==> config.mk <==
export PLATFORM = sky130hd
export DESIGN_NAME = button_conditioner_flat
export DESIGN_NICKNAME = d
export VERILOG_FILES = /design/src/rtl/button_conditioner_if.sv /design/src/rtl/button_conditioner.sv /design/src/flat_wrapper.sv
export SDC_FILE = /design/constraint.sdc
export NUM_CORES = 1
export LEC_CHECK = 0
export BUFFER_PORTS_ARGS = -buffer_cell sky130_fd_sc_hd__clkbuf_2
export CORE_MARGIN = 1.5
export CORE_UTILIZATION = 63
export DETAILED_ROUTE_END_ITERATION = 16
export PLACE_DENSITY = 0.92
export SLEW_MARGIN = 20
export SYNTH_ARGS = -nofsm -noshare
export SYNTH_HDL_FRONTEND = slang
export SYNTH_SLANG_ARGS = --single-unit
==> constraint.sdc <==
create_clock -name clk_200 -period 3.9 [get_ports clk_200]
set_input_delay 0 -clock clk_200 [delete_from_list [all_inputs] [get_ports clk_200]]
set_output_delay 0 -clock clk_200 [all_outputs]
set_load 0.005 [all_outputs]
==> src/rtl/button_conditioner_if.sv <==
// rtl/button_conditioner_if.sv - raw button inputs and conditioned pulse/level outputs
interface button_conditioner_if;
  logic [4:0] btn_raw;
  logic [4:0] btn_pulse;
  logic [4:0] btn_level;
  logic       any_pulse;
  logic       collision;

  modport master (
    output btn_raw,
    input  btn_pulse, btn_level, any_pulse, collision
  );

  modport slave (
    input  btn_raw,
    output btn_pulse, btn_level, any_pulse, collision
  );
endinterface

==> src/rtl/button_conditioner.sv <==
// rtl/button_conditioner.sv - sync, debounce, press/auto-repeat and one-hot arbitration for five buttons
module button_conditioner #(
  parameter int         DEBOUNCE_TICKS = 4,
  parameter logic [4:0] REPEAT_MASK    = 5'b00011,
  parameter int         REPEAT_DELAY   = 100,
  parameter int         REPEAT_PERIOD  = 20
) (
  input  logic                   clk_200,
  input  logic                   rst,
  button_conditioner_if.slave    bus
);

  localparam int DB_W     = $clog2(DEBOUNCE_TICKS) + 1;
  localparam int HOLD_MAX = (REPEAT_DELAY > REPEAT_PERIOD) ? REPEAT_DELAY : REPEAT_PERIOD;
  localparam int HOLD_W   = $clog2(HOLD_MAX) + 1;

  localparam logic [DB_W-1:0]   DB_LAST     = DB_W'(DEBOUNCE_TICKS - 1);
  localparam logic [HOLD_W-1:0] DELAY_LAST  = HOLD_W'(REPEAT_DELAY - 1);
  localparam logic [HOLD_W-1:0] PERIOD_LAST = HOLD_W'(REPEAT_PERIOD - 1);

  typedef enum logic [1:0] {
    S_IDLE   = 2'd0,
    S_HELD   = 2'd1,
    S_REPEAT = 2'd2
  } state_t;

  logic [4:0]        r_sync1;
  logic [4:0]        r_sync2;
  logic [4:0]        r_lvl;
  logic [DB_W-1:0]   r_db_cnt   [5];
  state_t            r_state    [5];
  state_t            w_state_nxt[5];
  logic [HOLD_W-1:0] r_hold_cnt [5];
  logic [HOLD_W-1:0] w_hold_nxt [5];
  logic [4:0]        w_cand;
  logic [4:0]        w_sel;
  logic              w_multi;
  logic [4:0]        r_pulse;
  logic              r_any;
  logic              r_collision;

  // Any cycle where the synchronized input agrees with the level restarts the count.
  always_ff @(posedge clk_200 or posedge rst) begin
    if (rst) begin
      r_sync1 <= '0;
      r_sync2 <= '0;
      r_lvl   <= '0;
      for (int i = 0; i < 5; i++) r_db_cnt[i] <= '0;
    end else begin
      r_sync1 <= bus.btn_raw;
      r_sync2 <= r_sync1;
      for (int i = 0; i < 5; i++) begin
        if (r_sync2[i] == r_lvl[i]) begin
          r_db_cnt[i] <= '0;
        end else if (r_db_cnt[i] == DB_LAST) begin
          r_lvl[i]    <= r_sync2[i];
          r_db_cnt[i] <= '0;
        end else begin
          r_db_cnt[i] <= r_db_cnt[i] + 1'b1;
        end
      end
    end
  end

  always_ff @(posedge clk_200 or posedge rst) begin
    if (rst) begin
      for (int i = 0; i < 5; i++) begin
        r_state[i]    <= S_IDLE;
        r_hold_cnt[i] <= '0;
      end
    end else begin
      for (int i = 0; i < 5; i++) begin
        r_state[i]    <= w_state_nxt[i];
        r_hold_cnt[i] <= w_hold_nxt[i];
      end
    end
  end

  // Non-repeating buttons park in HELD with the counter saturated at the delay limit.
  always_comb begin
    for (int i = 0; i < 5; i++) begin
      w_state_nxt[i] = r_state[i];
      w_hold_nxt[i]  = r_hold_cnt[i];
      if (!r_lvl[i]) begin
        w_state_nxt[i] = S_IDLE;
        w_hold_nxt[i]  = '0;
      end else begin
        case (r_state[i])
          S_IDLE: begin
            w_state_nxt[i] = S_HELD;
            w_hold_nxt[i]  = '0;
          end
          S_HELD: begin
            if (r_hold_cnt[i] == DELAY_LAST) begin
              if (REPEAT_MASK[i]) begin
                w_state_nxt[i] = S_REPEAT;
                w_hold_nxt[i]  = '0;
              end
            end else begin
              w_hold_nxt[i] = r_hold_cnt[i] + 1'b1;
            end
          end
          S_REPEAT: begin
            if (r_hold_cnt[i] == PERIOD_LAST) w_hold_nxt[i] = '0;
            else                              w_hold_nxt[i] = r_hold_cnt[i] + 1'b1;
          end
          default: begin
            w_state_nxt[i] = S_IDLE;
            w_hold_nxt[i]  = '0;
          end
        endcase
      end
    end
  end

  // A falling level masks every candidate, so a repeat due on the release cycle is lost.
  always_comb begin
    w_cand = '0;
    for (int i = 0; i < 5; i++) begin
      if (r_lvl[i]) begin
        case (r_state[i])
          S_IDLE:   w_cand[i] = 1'b1;
          S_HELD:   w_cand[i] = REPEAT_MASK[i] && (r_hold_cnt[i] == DELAY_LAST);
          S_REPEAT: w_cand[i] = REPEAT_MASK[i] && (r_hold_cnt[i] == PERIOD_LAST);
          default:  w_cand[i] = 1'b0;
        endcase
      end
    end
  end

  always_comb begin
    w_sel = '0;
    for (int i = 0; i < 5; i++) begin
      if (w_cand[i]) begin
        w_sel    = '0;
        w_sel[i] = 1'b1;
      end
    end
    w_multi = |(w_cand & (w_cand - 5'd1));
  end

  always_ff @(posedge clk_200 or posedge rst) begin
    if (rst) begin
      r_pulse     <= '0;
      r_any       <= 1'b0;
      r_collision <= 1'b0;
    end else begin
      r_pulse     <= w_sel;
      r_any       <= |w_cand;
      r_collision <= w_multi;
    end
  end

  assign bus.btn_pulse = r_pulse;
  assign bus.btn_level = r_lvl;
  assign bus.any_pulse = r_any;
  assign bus.collision = r_collision;

endmodule

==> src/flat_wrapper.sv <==
// flat-port wrapper written by rule: the top's interface ports become plain ports
module button_conditioner_flat 
#(
  parameter int         DEBOUNCE_TICKS = 4,
  parameter logic [4:0] REPEAT_MASK    = 5'b00011,
  parameter int         REPEAT_DELAY   = 100,
  parameter int         REPEAT_PERIOD  = 20
)
  (clk_200, rst, bus_btn_raw, bus_btn_pulse, bus_btn_level, bus_any_pulse, bus_collision);
  button_conditioner_if bus_i ();
  input  logic clk_200;
  input  logic rst;
  input wire logic [$bits(bus_i.btn_raw)-1:0] bus_btn_raw;
  output wire logic [$bits(bus_i.btn_pulse)-1:0] bus_btn_pulse;
  output wire logic [$bits(bus_i.btn_level)-1:0] bus_btn_level;
  output wire logic [$bits(bus_i.any_pulse)-1:0] bus_any_pulse;
  output wire logic [$bits(bus_i.collision)-1:0] bus_collision;
  assign bus_i.btn_raw = bus_btn_raw;
  assign bus_btn_pulse = bus_i.btn_pulse;
  assign bus_btn_level = bus_i.btn_level;
  assign bus_any_pulse = bus_i.any_pulse;
  assign bus_collision = bus_i.collision;
  button_conditioner #(.DEBOUNCE_TICKS(DEBOUNCE_TICKS), .REPEAT_MASK(REPEAT_MASK), .REPEAT_DELAY(REPEAT_DELAY), .REPEAT_PERIOD(REPEAT_PERIOD)) u_core (.clk_200(clk_200), .rst(rst), .bus(bus_i));
endmodule
==> results of run 1 <==
==> worst max-delay path by stage <==
stage	start	to	slack (ns)	cells past startpoint
floorplan	u_core.r_hold_cnt[32]	u_core.r_hold_cnt[34]	1.95	6
global placement	u_core.r_hold_cnt[32]	u_core.r_hold_cnt[36]	1.88	6
detailed placement	u_core.r_hold_cnt[32]	u_core.r_hold_cnt[39]	1.77	6
CTS	u_core.r_hold_cnt[32]	u_core.r_hold_cnt[36]	1.74	6
global route	u_core.r_hold_cnt[32]	u_core.r_hold_cnt[36]	1.66	6
finish	u_core.r_hold_cnt[32]	u_core.r_hold_cnt[36]	1.74	6
==> final cells by class <==
| type | count | area share, % |
|---|---|---|
| Sequential cell | 60 | 50.8 |
| Inverter | 8 | 1.02 |
| Timing Repair Buffer | 25 | 5.34 |
| Multi-Input combinational cell | 134 | 34.3 |
| Clock buffer | 12 | 5.25 |
| Clock inverter | 2 | 1.19 |
| Tap cell | 48 | 2.03 |
==> per-stage QoR <==
step                      worst slack (ns)  cell area [um2]  utilization, %
after floorplan                       1.95             2560               -
after global placement                1.88             2700            71.7
after detailed placement              1.77             2700            71.7
after CTS                             1.74             2950            78.3
after global routing                  1.66             2950            78.3
final                                 1.74             2950            78.3
==> cells by family after synthesis <==
family                   Yosys count  share of synthesized area, %
buffers and inverters             12                          1.76
AND/OR/NAND/NOR                   81                          18.9
AO/OA/AOI/OAI                     11                          3.18
flip-flops                        60                          58.7
XOR/XNOR                          17                          5.82
adder cells (fa/ha/maj)           18                          8.75
multiplexers                       7                          2.98
==> cell usage in the layout (no fill, tap or decap), types with 4 or more instances in the layout <==
cell type      Yosys  final
dfrtp_1           60     60
nor2_1            23     23
clkbuf_2           0     18
ha_1              17     17
nor3b_1           11     11
clkbuf_8           0     11
nor2b_1           10     10
xnor2_1           10     10
inv_1              8      7
nand2_1            7      7
nand3_1            7      7
xor2_1             7      7
dlygate4sd3_1      0      6
mux2_2             5      5
nor3_1             4      4
nand2b_1           4      4
a21oi_1            4      4
==> power by group through the flow <==
stage / Sequential, mW / Combinational [mW] / Clock [mW]
6_report: 0.843 / 0.437 / 0.534
3_5_place_dp: 0.855 / 0.435 / 0
5_1_grt: 0.860 / 0.503 / 0.578
4_1_cts: 0.843 / 0.443 / 0.548
3_3_place_gp: 0.848 / 0.411 / 0
2_1_floorplan: 0.842 / 0.312 / 0
==> routing by layer <==
layer / track usage [%] / vias to the layer above / wire, um
li1: - / 761 / -
met1: 26.0 / 755 / 1800
met2: 34.5 / 33 / 1900
met3: 8.78 / 8 / 182
met4: 10.5 / 0 / 70
met5: 0 / - / 0
==> registers in the layout (all words and copies together), names as in the netlist, 5 cells and up <==
signal                cells
u_core.r_hold_cnt        16
u_core.r_state            7
u_core.r_sync2            5
u_core.r_sync1            5
u_core.bus.btn_pulse      5
u_core.bus.btn_level      5
u_core.r_db_cnt          15
==> out/results.ini, run 1 <==
[floorplanning]
coreArea_um2 = 3770
start_util_pct = 67.9
die_h_um = 66.7
die_w_um = 66.7
rows = 22
die_area_um2 = 4450
io_pins = 19

[synth]
ys_seq_area_share_pct = 58.7
synth_area_per_cell_um2 = 12.4
synth_edf_count = 0
yosys_most_used_dff = dfrtp_1
synth_seq_cells = 60
async_reset_ff_share_pct = 100
netlist_instances = 206
ys_types = 35
synthesis.nets = 230
yosysWarnings = 0
synth_area_leaders = dfrtp_1 (59%), ha_1 (8.3%), xnor2_1 (3.4%)
synth.top_cell.area_share_pct = 58.7
syn_area_um2 = 2560
synth_top_area_cell = dfrtp_1
synth.most_common_cell = dfrtp_1
synth_common_cells = dfrtp_1 (60), nor2_1 (23), ha_1 (17)

[worst_setup_path]
critPathArrivalTime_ns = 2.37
crit_slowest_cell = or4b_1
critPathBufInv = 0
path_cells = ha_1, or4b_1, or4b_1, a22o_1, nand3_2, nor2_1
r2r-end = u_core.r_hold_cnt[36]
reg2regPathDepth = 6
start_kind = flop
critPathCaptureType = flop
timing.rr.start = u_core.r_hold_cnt[32]
crit_required_ns = 4.11
worstSetupPathType = reg -> reg
path_delay_family = simple AND/OR/NAND/NOR gates
max_stage_delay_ns = 0.50
ff2ff_setup_slack_ns = 1.74
crit_top_cell = or4b_1
worst-path-max-fanout = 8

[power_and_ir_drop]
seqPwrFrac_pct = 46.5
p_clk_share_pct = 29.5
netSwitchingFraction_pct = 28.3
leakage_nw = 1.40
switching_power_uw = 514
power.density_nw_per_um2 = 614
ir_drop_mv = 0.418
share_comb_of_total_power_pct = 24.1
finalPower_mw = 1.81
p_int_mw = 1.30

[sta]
worstMarginPinSlew_ns = 0.708
max_freq_mhz = 463
maxSlewHeadroom_pct = 52.8
hold_ws_ns = 0.316
finalCriticalPeriod_ns = 2.16
finalHoldViolCount = 0
fin_setup_tns_ns = 0
drv_slew = 0
rsz0062_at_grt = false
fin_crit_sh_pct = 55.3
setup_violations = 0
clock_skew_ns = 0.00260

[cells_and_area]
drive_gt1_share_pct = 19.1
antenna_cells = 0
final_nets = 262
instances_no_fill = 289
fillCellCount = 237
synthToLayoutAreaGrowth_pct = 15.3
register_area_um2 = 1500
multi_input_area_um2 = 1010

[place]
dp.cells = 269
dpl.hpwl_um = 2670
io_buffer_count = 18
place.gp.congestion = 0.782

[run_status]
status = finished, final reports clean

[cts]
insertion_delay_ns = 0.33
cts_max_level = 3
cts_num_sinks = 60
cts_made_buffers = 9
postCtsSetupBuffers = 0
root_buffer = clkbuf_8
cts_hold_buffers = 6
cts_resized = 0
cts.clk_slew.worst_paths_ns = 0.06
cts_tree = done
clk_path_buf_depth = 2

[route]
final_antenna_net_count = 0
avgViaCountPerCell = 5.39
vias = 1557
dr.pass1.iters = 4
drc = 0
wl_per_cell_um = 13.7
postRouteWirelength_um = 3950
drt_iter0_drc = 71

[global_routing]
grt_pass1_vias = 1548
grt-ovfl-total = 0
grt_max_degree = 61
grt_pass1_wl_um = 6800
antenna_found_initial = 0
grt_usage_pct = 21.8

[hold_path]
worst_hold_path.endpoint = u_core.r_sync1[4]
min_path_cells = 2
hp-class = in -> reg
worstHoldStart = bus_btn_raw[4]

[flow_run]
maxCapViolCount = 0

Power figures use the tool's default switching activity.
==> inputs of run 2 (changes only) <==
- CORE_UTILIZATION: 63 -> 59
- PLACE_DENSITY: 0.92 -> 0.87
- clock period: 3.9 -> 2.22 ns (I/O delays scaled with it)
==> out/results.ini, run 2 (synthesis results as in run 1) <==
[cts]
cts_tree = done
clk_path_buf_depth = 2
cts_made_buffers = 9
cts.clk_slew.worst_paths_ns = 0.07
root_buffer = clkbuf_8
insertion_delay_ns = 0.33
cts_num_sinks = 60
cts_max_level = 3

[cells_and_area]
design_area_um2 = 2960
drive_gt1_share_pct = 20.2
fillCellCount = 264
instances_no_fill = 293
register_area_um2 = 1500
biggestRegsByFlops = u_core.r_hold_cnt: 16 flops, u_core.r_db_cnt: 15 flops, u_core.r_state: 7 flops
final_nets = 264
synthToLayoutAreaGrowth_pct = 15.4
layout_common_cells = dfrtp_1 (60), nor2_1 (23), clkbuf_2 (18)
final_common_cell = dfrtp_1
fin_util_pct = 72.3
multi_input_area_um2 = 1010
antenna_cells = 0
largest_reg_flops = 16
regMostFlops = u_core.r_hold_cnt

[floorplanning]
io_pins = 19
die_h_um = 68.9
coreArea_um2 = 4090
rows = 23
die_w_um = 68.9
start_util_pct = 62.6
die_area_um2 = 4740

[global_routing]
grt_pass1_wl_um = 6530
grt_pass1_vias = 1510
grt_usage_pct = 19.8
grt-ovfl-total = 0
antenna_found_initial = 0
grt_max_degree = 30

[sta]
finalCriticalPeriod_ns = 2.10
finalHoldViolCount = 0
drv_slew = 0
fin_setup_tns_ns = 0
clock_skew_ns = 0.00772
setup_slack_ns = 0.116
max_freq_mhz = 475
hold_ws_ns = 0.271
setup_violations = 0
worstMarginPinSlew_ns = 0.584
maxSlewHeadroom_pct = 61.0
fin_crit_sh_pct = 94.8

[route]
drc = 0
drt_iter0_drc = 73
final_antenna_net_count = 0
postRouteWirelength_um = 4010
wl_per_cell_um = 13.7
vias = 1570
dr.pass1.iters = 4
avgViaCountPerCell = 5.36

[place]
dp_slack_ns = 0.130
dp.cells = 272
dpl.hpwl_um = 2740
io_buffer_count = 18
dpl_cell_area_um2 = 2710
place.gp.congestion = 0.841

[worst_setup_path]
worstSetupPathType = reg -> reg
critPathCaptureType = flop
crit_required_ns = 2.44
worst-path-max-fanout = 8
start_kind = flop
reg2regPathDepth = 6
critPathArrivalTime_ns = 2.32

[run_status]
status = finished, final reports clean

[power_and_ir_drop]
power.density_nw_per_um2 = 1060
finalPower_mw = 3.12
leakage_nw = 1.41
ir_drop_mv = 0.775

[hold_path]
hp-class = in -> async

[flow_run]
maxCapViolCount = 0

run 2: routing by layer:
metal	routed length [um]	vias up	track usage, %
met5	0	-	0
met4	104	0	11.0
met3	143	12	5.84
met2	1890	32	31.5
li1	-	762	-
met1	1870	764	24.3
run 2: cell type report:
class                   instances  share of cell area [%]
inverters                       8                    1.02
clock inverters                 2                   0.339
clock buffers                  12                    5.59
multi-input cells             134                    34.3
repair buffers                 27                    5.84
well taps                      50                    2.12
flip-flops and latches         60                    50.8
run 2: path summary, 6_finish.rpt:
path	start	to	slack (ns)
worst max-delay path	u_core.r_hold_cnt[32]	u_core.r_hold_cnt[38]	0.12
max in group asynchronous	rst	u_core.r_db_cnt[5]	1.31
worst min-delay path	rst	u_core.r_hold_cnt[28]	0.27
worst min register to register	u_core.r_sync1[2]	u_core.r_sync2[2]	0.35
min in group clk_200	bus_btn_raw[3]	u_core.r_sync1[3]	0.32
worst max register to register	u_core.r_hold_cnt[32]	u_core.r_hold_cnt[38]	0.12
run 2: worst max-delay path, stage by stage, from the launching register on:
cell and delay (ns):
dfrtp_1 0.38, ha_1 0.20, or4b_1 0.49, or4b_1 0.49, a22o_1 0.21, nand3_2 0.15
nor2_1 0.07
run 2: report_power, final:
part           internal (mW)  switching [mW]  total, mW
sequential              1.33           0.163       1.49
clock                  0.480           0.397      0.877
combinational          0.394           0.366      0.760
total                   2.20           0.926       3.12
run 2: what timing repair did:
action	CTS	global route
hold endpoints to repair	32	0
hold buffers	6	0
resized for setup	0	0
buffers inserted	0	1
endpoints found under the setup margin	0	1
==> inputs of run 3 (changes only) <==
- SETUP_SLACK_MARGIN: default -> 0.5
==> out/results.ini, run 3 (synthesis results as in run 1) <==
[cells_and_area]
final_common_cell = dfrtp_1
synthToLayoutAreaGrowth_pct = 28.8
fillCellCount = 205
multi_input_area_um2 = 1160
final_nets = 283
regMostFlops = u_core.r_hold_cnt
antenna_cells = 0
design_area_um2 = 3300
register_area_um2 = 1500
largest_reg_flops = 16
drive_gt1_share_pct = 37.5
biggestRegsByFlops = u_core.r_hold_cnt: 16 flops, u_core.r_db_cnt: 15 flops, u_core.r_state: 7 flops
layout_common_cells = dfrtp_1 (58), clkbuf_2 (18), buf_4 (17)

[floorplanning]
coreArea_um2 = 4090
die_area_um2 = 4740
rows = 23
die_w_um = 68.9
die_h_um = 68.9
io_pins = 19
start_util_pct = 62.6

[sta]
fin_setup_tns_ns = 0
finalCriticalPeriod_ns = 2.11
finalHoldViolCount = 0
setup_violations = 0
clock_skew_ns = 0.0116
max_freq_mhz = 474
worstMarginPinSlew_ns = 0.706
fin_crit_sh_pct = 94.9
rsz0062_at_grt = true
maxSlewHeadroom_pct = 52.8
drv_slew = 0

[global_routing]
grt_usage_pct = 23.5
grt-ovfl-total = 0
grt_pass1_wl_um = 7690
grt_pass1_vias = 1670
antenna_found_initial = 0
grt_max_degree = 35

[power_and_ir_drop]
leakage_nw = 1.55
power.density_nw_per_um2 = 1060
ir_drop_mv = 0.800
finalPower_mw = 3.51

[route]
avgViaCountPerCell = 5.65
drc = 0
postRouteWirelength_um = 5710
drt_iter0_drc = 137
dr.pass1.iters = 4
vias = 1775
wl_per_cell_um = 18.2
final_antenna_net_count = 0

[cts]
cts_tree = done
cts_num_sinks = 60
root_buffer = clkbuf_8
cts_made_buffers = 9
clk_path_buf_depth = 2
insertion_delay_ns = 0.34
cts_max_level = 3
cts.clk_slew.worst_paths_ns = 0.07

[worst_setup_path]
critPathArrivalTime_ns = 2.32
worst-path-max-fanout = 8
worstSetupPathType = reg -> reg
critPathCaptureType = flop
reg2regPathDepth = 6
crit_required_ns = 2.43
start_kind = flop

[place]
dpl_cell_area_um2 = 2720
io_buffer_count = 18
place.gp.congestion = 0.769
dpl.hpwl_um = 2570

[run_status]
status = finished, final reports clean

[hold_path]
hp-class = in -> async

[flow_run]
maxCapViolCount = 0

-- run 3: where the power goes --
part | switching (mW) | internal, mW | leakage, nW | total [mW]
Combinational | 0.479 | 0.540 | 0.668 | 1.02
Sequential | 0.175 | 1.33 | 0.775 | 1.50
Clock | 0.415 | 0.571 | 0.109 | 0.986
Total | 1.07 | 2.44 | 1.55 | 3.51
-- run 3: worst max-delay path, cell delays in order, from the launching register on --
cell and delay, ns:
dfrtp_1 0.37, ha_2 0.20, or4b_4 0.49, or4b_4 0.50, a22o_1 0.23, nand3_4 0.13
nor2_1 0.07
-- run 3: path summary, 6_finish.rpt --
path	end	from	slack (ns)
worst max-delay path	u_core.r_hold_cnt[37]	u_core.r_hold_cnt[33]	0.11
worst min-delay path	u_core.r_hold_cnt[28]	rst	0.30
worst max register to register	u_core.r_hold_cnt[37]	u_core.r_hold_cnt[33]	0.11
worst min register to register	u_core.r_sync2[3]	u_core.r_sync1[3]	0.35
max in group asynchronous	u_core.r_db_cnt[14]	rst	1.22
min in group clk_200	u_core.r_sync1[4]	bus_btn_raw[4]	0.31
-- run 3: timing repair --
action | 4_1_cts | 5_1_grt
endpoints found under the setup margin | 13 | 22
buffers inserted | 17 | 3
pin swaps | 13 | 8
hold endpoints to repair | 37 | 0
hold buffers | 6 | 0
gates resized for setup | 20 | 21
-- run 3: area by class of cell --
class / instances / area share [%]
repair buffers: 46 / 10.1
clock inverters: 5 / 1.52
inverters: 8 / 0.986
clock buffers: 11 / 4.59
well taps: 50 / 1.90
flip-flops and latches: 60 / 45.6
multi-input cells: 134 / 35.3
-- run 3: metrics by stage --
| stage | util [%] | worst slack [ns] | std cells | hold WS, ns |
|---|---|---|---|---|
| finish | 80.7 | 0.112 | 314 | 0.304 |
| global placement | 66.6 | 0.197 | 272 | 0.108 |
| global route | 80.7 | 0.0698 | 314 | 0.313 |
| detailed placement | 66.6 | 0.152 | 272 | 0.110 |
| floorplan | - | 0.267 | 206 | 0.0314 |
| CTS | 78.4 | 0.210 | 311 | 0.297 |
-- run 3: metal layers --
layer	part of all wire [%]	global-route usage (%)
met1	42	29.0
met2	49	36.8
met3	5.5	6.98
met4	3.5	13.5
met5	0	0
